File: config.mk
export PLATFORM = sky130hd
export DESIGN_NAME = mem_bus_arbiter
export DESIGN_NICKNAME = d
export VERILOG_FILES = /design/src/rtl/mem_bus_arbiter.sv
export SDC_FILE = /design/constraint.sdc
export NUM_CORES = 1
export LEC_CHECK = 0
export BUFFER_PORTS_ARGS = -buffer_cell sky130_fd_sc_hd__buf_2
export CORE_UTILIZATION = 41
export DETAILED_ROUTE_END_ITERATION = 7
export PLACE_DENSITY_LB_ADDON = 0.08
export REMOVE_ABC_BUFFERS = 1
export SYNTH_ARGS = -nofsm -noshare
export SYNTH_HDL_FRONTEND = slang
export SYNTH_SLANG_ARGS = --single-unit
File: constraint.sdc
create_clock -name clk -period 1.7 [get_ports clk]
set_input_delay 0.255 -clock clk [delete_from_list [all_inputs] [get_ports clk]]
set_output_delay 0.255 -clock clk [all_outputs]
set_load 0.01 [all_outputs]
File: src/rtl/mem_bus_arbiter.sv
// Round-robin arbiter sharing one single-port synchronous memory between the
// instruction-fetch (I) and load/store (D) ports, one access in flight at a time.
module mem_bus_arbiter #(
    parameter int ADDR_W      = 32,
    parameter int DATA_W      = 32,
    parameter int MEM_LATENCY = 1
) (
    input  logic                  clk,
    input  logic                  reset,
    input  logic                  i_req,
    input  logic [ADDR_W-1:0]     i_addr,
    output logic [DATA_W-1:0]     i_rdata,
    output logic                  i_ack,
    input  logic                  d_req,
    input  logic                  d_we,
    input  logic [DATA_W/8-1:0]   d_wstrb,
    input  logic [ADDR_W-1:0]     d_addr,
    input  logic [DATA_W-1:0]     d_wdata,
    output logic [DATA_W-1:0]     d_rdata,
    output logic                  d_ack,
    output logic                  m_en,
    output logic                  m_we,
    output logic [DATA_W/8-1:0]   m_wstrb,
    output logic [ADDR_W-1:0]     m_addr,
    output logic [DATA_W-1:0]     m_wdata,
    input  logic [DATA_W-1:0]     m_rdata
);

    localparam int STRB_W = DATA_W / 8;
    localparam int CNT_W  = $clog2(MEM_LATENCY + 1);

    typedef enum logic [1:0] {IDLE, ACCESS, WAIT, ACK} state_t;

    state_t             state_q, state_d;
    logic [CNT_W-1:0]   cnt_q;
    logic               last_d_q;
    logic               win_d_q;
    logic               any_req;
    logic               grant_d;
    logic               last_wait;

    always_ff @(posedge clk or negedge reset) begin
        if (!reset) state_q <= IDLE;
        else        state_q <= state_d;
    end

    // D wins alone, or on contention when I was granted last.
    always_comb begin
        any_req   = i_req || d_req;
        grant_d   = d_req && (!i_req || !last_d_q);
        last_wait = (cnt_q == CNT_W'(1));
        state_d   = state_q;
        case (state_q)
            IDLE:    if (any_req) state_d = ACCESS;
            ACCESS:  state_d = WAIT;
            WAIT:    if (last_wait) state_d = ACK;
            ACK:     state_d = IDLE;
            default: state_d = IDLE;
        endcase
    end

    always_ff @(posedge clk or negedge reset) begin
        if (!reset) begin
            cnt_q    <= '0;
            last_d_q <= 1'b0;
            win_d_q  <= 1'b0;
            m_en     <= 1'b0;
            m_we     <= 1'b0;
            m_wstrb  <= '0;
            m_addr   <= '0;
            m_wdata  <= '0;
            i_rdata  <= '0;
            i_ack    <= 1'b0;
            d_rdata  <= '0;
            d_ack    <= 1'b0;
        end else begin
            case (state_q)
                IDLE: begin
                    if (any_req) begin
                        win_d_q  <= grant_d;
                        last_d_q <= grant_d;
                        m_en     <= 1'b1;
                        if (grant_d) begin
                            m_we    <= d_we;
                            m_wstrb <= d_we ? d_wstrb : STRB_W'(0);
                            m_addr  <= d_addr;
                            m_wdata <= d_wdata;
                        end else begin
                            m_we    <= 1'b0;
                            m_wstrb <= '0;
                            m_addr  <= i_addr;
                        end
                    end
                end
                ACCESS: begin
                    m_en    <= 1'b0;
                    m_we    <= 1'b0;
                    m_wstrb <= '0;
                    cnt_q   <= CNT_W'(MEM_LATENCY);
                end
                WAIT: begin
                    cnt_q <= cnt_q - CNT_W'(1);
                    if (last_wait) begin
                        if (win_d_q) begin
                            d_rdata <= m_rdata;
                            d_ack   <= 1'b1;
                        end else begin
                            i_rdata <= m_rdata;
                            i_ack   <= 1'b1;
                        end
                    end
                end
                ACK: begin
                    i_ack <= 1'b0;
                    d_ack <= 1'b0;
                end
                default: ;
            endcase
        end
    end

endmodule
==> results of run 1 <==
-- final cells by class --
| cell class | instances | area, um2 |
|---|---|---|
| inverter | 3 | 11.3 |
| sequential | 140 | 3500 |
| clock buffer | 22 | 454 |
| clock inverter | 10 | 189 |
| timing repair buffer | 289 | 1590 |
| fill | 1148 | 5340 |
| tap | 176 | 220 |
| multi-input combinational | 260 | 1940 |
-- logic make-up (layout without fill, tap and decap cells) --
logic type	after synthesis	in the layout	share of synthesized area
and+or+nand+nor	77	77	0.0563
buffers and inverters	25	324	0.0225
AOI/OAI and AO/OA	81	81	0.0822
DFF	140	140	0.631
muxes	97	97	0.197
adders and majority gates	5	5	0.0113
-- layer usage --
metal	share of wire	vias to the layer above
met5	0.00072	-
met4	0.030	2
met3	0.063	31
met2	0.49	165
met1	0.42	2089
li1	-	2041
-- repair_timing --
action                                 4_1_cts  5_1_grt
setup endpoints to repair                    0       19
endpoints found under the hold margin       43        0
gates resized for setup                      0        3
hold buffers                                 1        0
-- power by group through the flow --
stage | clock network (uW) | registers (uW) | logic, uW
global route | 4250 | 6080 | 6710
floorplan | 0 | 6670 | 2600
finish | 4010 | 5850 | 6180
detailed placement | 0 | 5890 | 6260
global placement | 0 | 5820 | 6140
CTS | 4110 | 5860 | 6270
-- state kept, by name (all words and copies together), names as in the netlist --
signal / count
cnt_q: 1
i_ack: 1
m_addr: 32
i_rdata: 32
m_wdata: 32
m_wstrb: 4
win_d_q: 1
d_ack: 1
d_rdata: 32
m_en: 1
state_q: 2
m_we: 1
-- worst reg2reg max path, stage by stage, from the launching register on --
cell	delay, ps
dfrtp_1	420
inv_1	120
ha_1	240
nor3b_2	240
o21bai_1	280
o2bb2ai_1	190
-- path summary, 6_finish.rpt --
check	slack, ps	end	from
worst max-delay path	120	m_en$_DFFE_PN0P_	state_q[1]$_DFFE_PN0P_
worst min-delay path	60	m_wdata[26]$_DFFE_PN0P_	d_wdata[26]
worst max register to register	120	m_en$_DFFE_PN0P_	state_q[1]$_DFFE_PN0P_
worst min register to register	490	m_wdata[27]$_DFFE_PN0P_	m_wdata[27]$_DFFE_PN0P_
max in group asynchronous	760	m_wdata[26]$_DFFE_PN0P_	reset
min in group asynchronous	360	m_wdata[3]$_DFFE_PN0P_	reset
-- stage by stage --
step | worst slack (ps) | power [uW] | area, um2 | hold WS [ps] | util
after floorplan | -529 | 9270 | 5440 | -40.6 | -
after global routing | 15.5 | 17000 | 7910 | 43.6 | 0.597
after detailed placement | 58.0 | 12200 | 7240 | 226 | 0.547
after global placement | 122 | 12000 | 7240 | 218 | 0.547
after CTS | 23.8 | 16200 | 7900 | 34.6 | 0.596
final | 123 | 16000 | 7910 | 56.8 | 0.597
-- cells in the final DEF, fill, tap and decap left out, types with 2 or more instances in the layout --
| cell | n |
|---|---|
| buf_2 | 271 |
| nand2_1 | 38 |
| ha_1 | 4 |
| mux2_1 | 28 |
| bufinv_16 | 5 |
| inv_1 | 3 |
| buf_12 | 7 |
| buf_6 | 2 |
| clkbuf_1 | 4 |
| clkbuf_16 | 17 |
| clkinv_4 | 3 |
| a22o_1 | 3 |
| dfrtp_1 | 140 |
| buf_4 | 8 |
| a21oi_1 | 67 |
| mux2_2 | 69 |
| o2bb2ai_1 | 2 |
| nand3b_1 | 2 |
| nor2_1 | 32 |
==> metrics.md, run 1 <==
| Metric | Value |
|---|---|
| Kind of end point of the critical path | `register` |
| Int Power | `roughly 11000 uW` |
| Min-Delay Path Depth | `2` |
| Cell row count | `42` |
| Count of mapped cells out of synthesis | `around 430` |
| Switching power share of the total | `0.332` |
| Routability cong. | `around 0.82` |
| First-iteration detailed-routing DRC count | `between 100 and 150` |
| Power density normalized to cell area | `roughly 2000 mW/mm2` |
| Pleak | `a little under 0.004 uW` |
| Number of maximum-capacitance violations | `0` |
| Insertion delay of the later-clocked pin in the worst-skew pair | `slightly above 400 ps` |
| Syn avg cell area | `13.1 um2` |
| Async SR Flop Fraction | `1.00` |
| Die ar. | `0.0140 mm2` |
| Length in cells of the worst reg-to-reg path | `5` |
| Setup_tns | `0 ps` |
| Detailed-route vias per instance | `between 4 and 5` |
| Critical Path Max Stage Delay | `approximately 420 ps` |
| Synth Flop Type | `dfrtp_1` |
| Cell taking the most area after synthesis | `dfrtp_1` |
| Post-route clock skew | `approximately 4.5 ps` |
| Number of hold-slack violations in the final timing report | `0` |
| Met1 GRT Util | `0.249` |
| Crit path depth | `5` |
| Proportion of power drawn by flip-flops and latches | `0.365` |
| Synth cell types | `29` |
| Share of Yosys cell area claimed by the top area cell type | `0.631` |
| Final setup violation count | `0` |
| Seq/Total Area, Yosys | `0.631` |
| I/O pin count | `273` |
| Headroom to the max-slew limit | `0.691` |
| CTS H-tree depth | `4` |
| Post-Layout Cell Count | `900` |
| Vias in the first global route | `about 4400` |
| Number of buffers inserted to repair setup after CTS | `0` |
| Port-buffer cells | `272` |
| GRT Util Overall | `0.204` |
| Relative area change from synthesis to final layout | `42.4%` |
| Cell area after synthesis | `about 0.0056 mm2` |
| Ranking of synthesized cells by instance count | `140 x dfrtp_1, 69 x mux2_2, 67 x a21oi_1` |
| Kind of start point of the critical path | `register` |
| Number of DRC violations after detailed routing | `0` |
| Post-CTS clock slew at the launch and capture registers of the worst setup and hold paths | `~60 ps` |
| Result of the run | `finished clean` |
| Min-Delay Path Class | `in2reg` |
| Number of search-and-repair iterations in the first detailed-routing pass | `4` |
| Largest net degree at the start of global routing | `48` |
| Peak fanout along the critical path | `6` |
| Final period demand of the worst path | `between 1500 and 2000 ps` |
| DR WL/cell | `about 15 um` |
| Share of layout cells above drive strength 1 | `0.541` |
| Worst EP required | `2020 ps` |
| Global Route met2 Usage | `0.332` |
| Antenna diodes | `0` |
| Fraction of power consumed by combinational cells | `0.385` |
| Top cells by area in the synthesized netlist | `dfrtp_1 63%, mux2_2 14%, a21oi_1 6.0%` |
| Routed via count | `4328` |
| Top Family by Delay on Critical Path | `compound AO/OA/AOI/OAI gates` |
| Buffers & Inverters on Critical Path | `1` |
| DP Cell Count | `between 800 and 900` |
| Switch Pwr | `approximately 5300 uW` |
| Cell-by-cell listing of the critical path | `inv_1, ha_1, nor3b_2, o21bai_1, o2bb2ai_1` |
| Longest Clk Path Bufs | `2` |
| Root buffer cell | `clkbuf_16` |
| Fraction of the cycle the final worst path needs | `0.928` |
| Achievable clock frequency | `~630 MHz` |
| Core area | `~0.013 mm2` |
| Met3 Resource Use GR | `0.0589` |
| Wire length of the first global-routing pass | `between 20000 and 25000 um` |
| Arrival time worst endpoint | `approximately 1900 ps` |
| Grt total ovfl | `0` |
| Count of final max-slew check failures | `0` |
| Synth warn | `0` |
| Most used routing layer in global routing | `met2` |
| Clock sink total | `140` |
| Cell with the largest stage delay on the worst path | `dfrtp_1` |
| Unrepaired setup endpoints after global routing | `false` |
| Antenna Nets Post-Route | `0` |
| Sum of routed wire length over all layers | `about 14000 um` |
| Clock tree from TritonCTS | `done` |
| Die outline height | `118 um` |
| Flops & latches, synth | `140` |
| Maximum vdd ir drop | `between 0.9 and 1 mV` |
| Starting density of the core | `0.419` |
| Number of CTS-inserted buffers | `17` |
| Fin nets | `roughly 850` |
| CP Class | `reg2reg` |
| Initial antenna violation count | `1` |
| Most numerous cell in the Yosys netlist | `dfrtp_1` |
| Clk network pwr share | `0.250` |
| Number of synthesized flops with an enable pin | `0` |
| DP HPWL | `9970 um` |
| Overall die width | `118 um` |
| Least-Margin Pin Slew | `approximately 460 ps` |
Note: power is estimated with default switching activity, not from simulation.
==> run 2: changes to the inputs <==
- PLACE_DENSITY: unset -> 0.75
- PLACE_DENSITY_LB_ADDON: 0.08 -> unset
==> metrics.md, run 2 (same netlist as run 1, synthesis figures left out) <==
| Metric | Value |
|---|---|
| Result of the run | `finished clean` |
| Core area | `0.0132 mm2` |
| Placement-stage cell area | `0.00724 mm2` |
| DR WL/cell | `between 15 and 20 um` |
| Met1 GRT Util | `0.258` |
| Sum of routed wire length over all layers | `roughly 14000 um` |
| CP Class | `reg2reg` |
| Port-buffer cells | `between 200 and 300` |
| Root buffer cell | `clkbuf_16` |
| Most common cell after layout, fill and taps aside | `buf_2` |
| Unrepaired setup endpoints after global routing | `false` |
| Number of CTS-inserted buffers | `17` |
| Starting density of the core | `0.419` |
| Global Route met2 Usage | `0.329` |
| Number of DRC violations after detailed routing | `0` |
| Commonest non-fill, non-tap cells in the layout | `271 x buf_2, 140 x dfrtp_1, 69 x mux2_2, 66 x a21oi_1, 38 x nand2_1` |
| Most used routing layer in global routing | `met2` |
| Kind of start point of the critical path | `register` |
| Routability cong. | `~0.8` |
| Fraction of the cycle the final worst path needs | `0.959` |
| Detailed-route vias per instance | `roughly 5` |
| Area of combinational cells with multiple inputs | `between 0.0015 and 0.002 mm2` |
| Achievable clock frequency | `~610 MHz` |
| Die outline height | `around 120 um` |
| GRT Util Overall | `0.207` |
| Kind of end point of the critical path | `register` |
| Largest net degree at the start of global routing | `53` |
| Peak fanout along the critical path | `20` |
| CTS H-tree depth | `4` |
| Share of layout cells above drive strength 1 | `0.546` |
| Insertion delay of the later-clocked pin in the worst-skew pair | `between 400 and 500 ps` |
| Post-route clock skew | `5.97 ps` |
| Cell row count | `42` |
| Wire length of the first global-routing pass | `around 22000 um` |
| Antenna Nets Post-Route | `0` |
| Arrival time worst endpoint | `1930 ps` |
| Final setup violation count | `0` |
| Antenna diodes | `0` |
| Worst EP required | `roughly 2000 ps` |
| Clock tree from TritonCTS | `done` |
| Met3 Resource Use GR | `0.0545` |
| Overall die width | `~120 um` |
| Grt total ovfl | `0` |
| Post-CTS clock slew at the launch and capture registers of the worst setup and hold paths | `60 ps` |
| R2r setup slk | `between 70 and 80 ps` |
| Clock sink total | `between 100 and 150` |
| Power density normalized to cell area | `2060 mW/mm2` |
| Die ar. | `0.0140 mm2` |
| Relative area change from synthesis to final layout | `43.8%` |
| First-iteration detailed-routing DRC count | `~220` |
| Initial antenna violation count | `0` |
| DP HPWL | `10200 um` |
| Number of maximum-capacitance violations | `0` |
| Least-Margin Pin Slew | `400 ps` |
| Cell area after layout | `approximately 0.0080 mm2` |
| Longest Clk Path Bufs | `2` |
| Vias in the first global route | `roughly 4500` |
| Min-Delay Path Class | `in2reg` |
| Worst hold-check slack | `approximately 50 ps` |
| Fill cell total of the finished layout | `around 1100` |
| Number of search-and-repair iterations in the first detailed-routing pass | `4` |
| Headroom to the max-slew limit | `0.733` |
| I/O pin count | `approximately 270` |
| Fin nets | `854` |
| Count of final max-slew check failures | `0` |
| Maximum vdd ir drop | `around 0.89 mV` |
| Pleak | `between 0.003 and 0.004 uW` |
| Final period demand of the worst path | `~1600 ps` |
| Area of all sequential standard cells | `around 0.0035 mm2` |
| Number of hold-slack violations in the final timing report | `0` |
| Routed via count | `4432` |
-- run 2: report_power, final --
part | leakage (uW) | switching, uW | internal, uW
sequential | 0.00163 | 866 | 5040
clock | 0.000331 | 1370 | 2870
combinational | 0.00201 | 3210 | 3100
total | 0.00398 | 5440 | 11000
-- run 2: path summary, 6_finish.rpt --
check / from / end / cells after the start
max: state_q[1]$_DFFE_PN0P_ / i_rdata[24]$_DFFE_PN0P_ / 5
min: d_wdata[6] / m_wdata[6]$_DFFE_PN0P_ / 2
max reg2reg: state_q[1]$_DFFE_PN0P_ / i_rdata[24]$_DFFE_PN0P_ / 5
min reg2reg: m_we$_DFFE_PN0P_ / m_we$_DFFE_PN0P_ / 1
max in group asynchronous: reset / m_addr[26]$_DFFE_PN0P_ / 3
min in group asynchronous: reset / m_addr[9]$_DFFE_PN0P_ / 2
-- run 2: repair_timing --
item	in CTS	in global routing
resized for setup	0	5
endpoints found under the setup margin	0	40
setup buffers	0	0
endpoints found under the hold margin	40	0
hold buffers	1	0
-- run 2: layout make-up --
cell class / count / area share
tap: 176 / 0.0276
timing repair buffer: 290 / 0.202
inverter: 3 / 0.00141
multi-input combinational: 260 / 0.245
clock buffer: 22 / 0.0594
clock inverter: 10 / 0.0263
sequential: 140 / 0.439
-- run 2: per-stage QoR --
step / util / setup TNS, ps / total power [uW] / setup WS (ps) / std cells
floorplan: - / -48810 / 9270 / -529 / 403
global placement: 0.547 / 0 / 11900 / 108 / 867
detailed placement: 0.547 / 0 / 12200 / 48.9 / 867
CTS: 0.599 / 0 / 16500 / 30.5 / 900
global route: 0.603 / 0 / 17400 / 9.35 / 901
finish: 0.603 / 0 / 16500 / 70.2 / 901
-- run 2: routing by layer --
metal | vias up | share of wire
met3 | 34 | 0.056
li1 | 2049 | -
met2 | 177 | 0.49
met1 | 2172 | 0.43
met4 | 0 | 0.030
met5 | - | 0
-- run 2: worst max-delay path, cell delays in order (launching register included) --
cell,delay (ps)
dfrtp_1,380
buf_4,150
ha_1,220
nand3b_1,200
buf_12,200
mux2_2,350
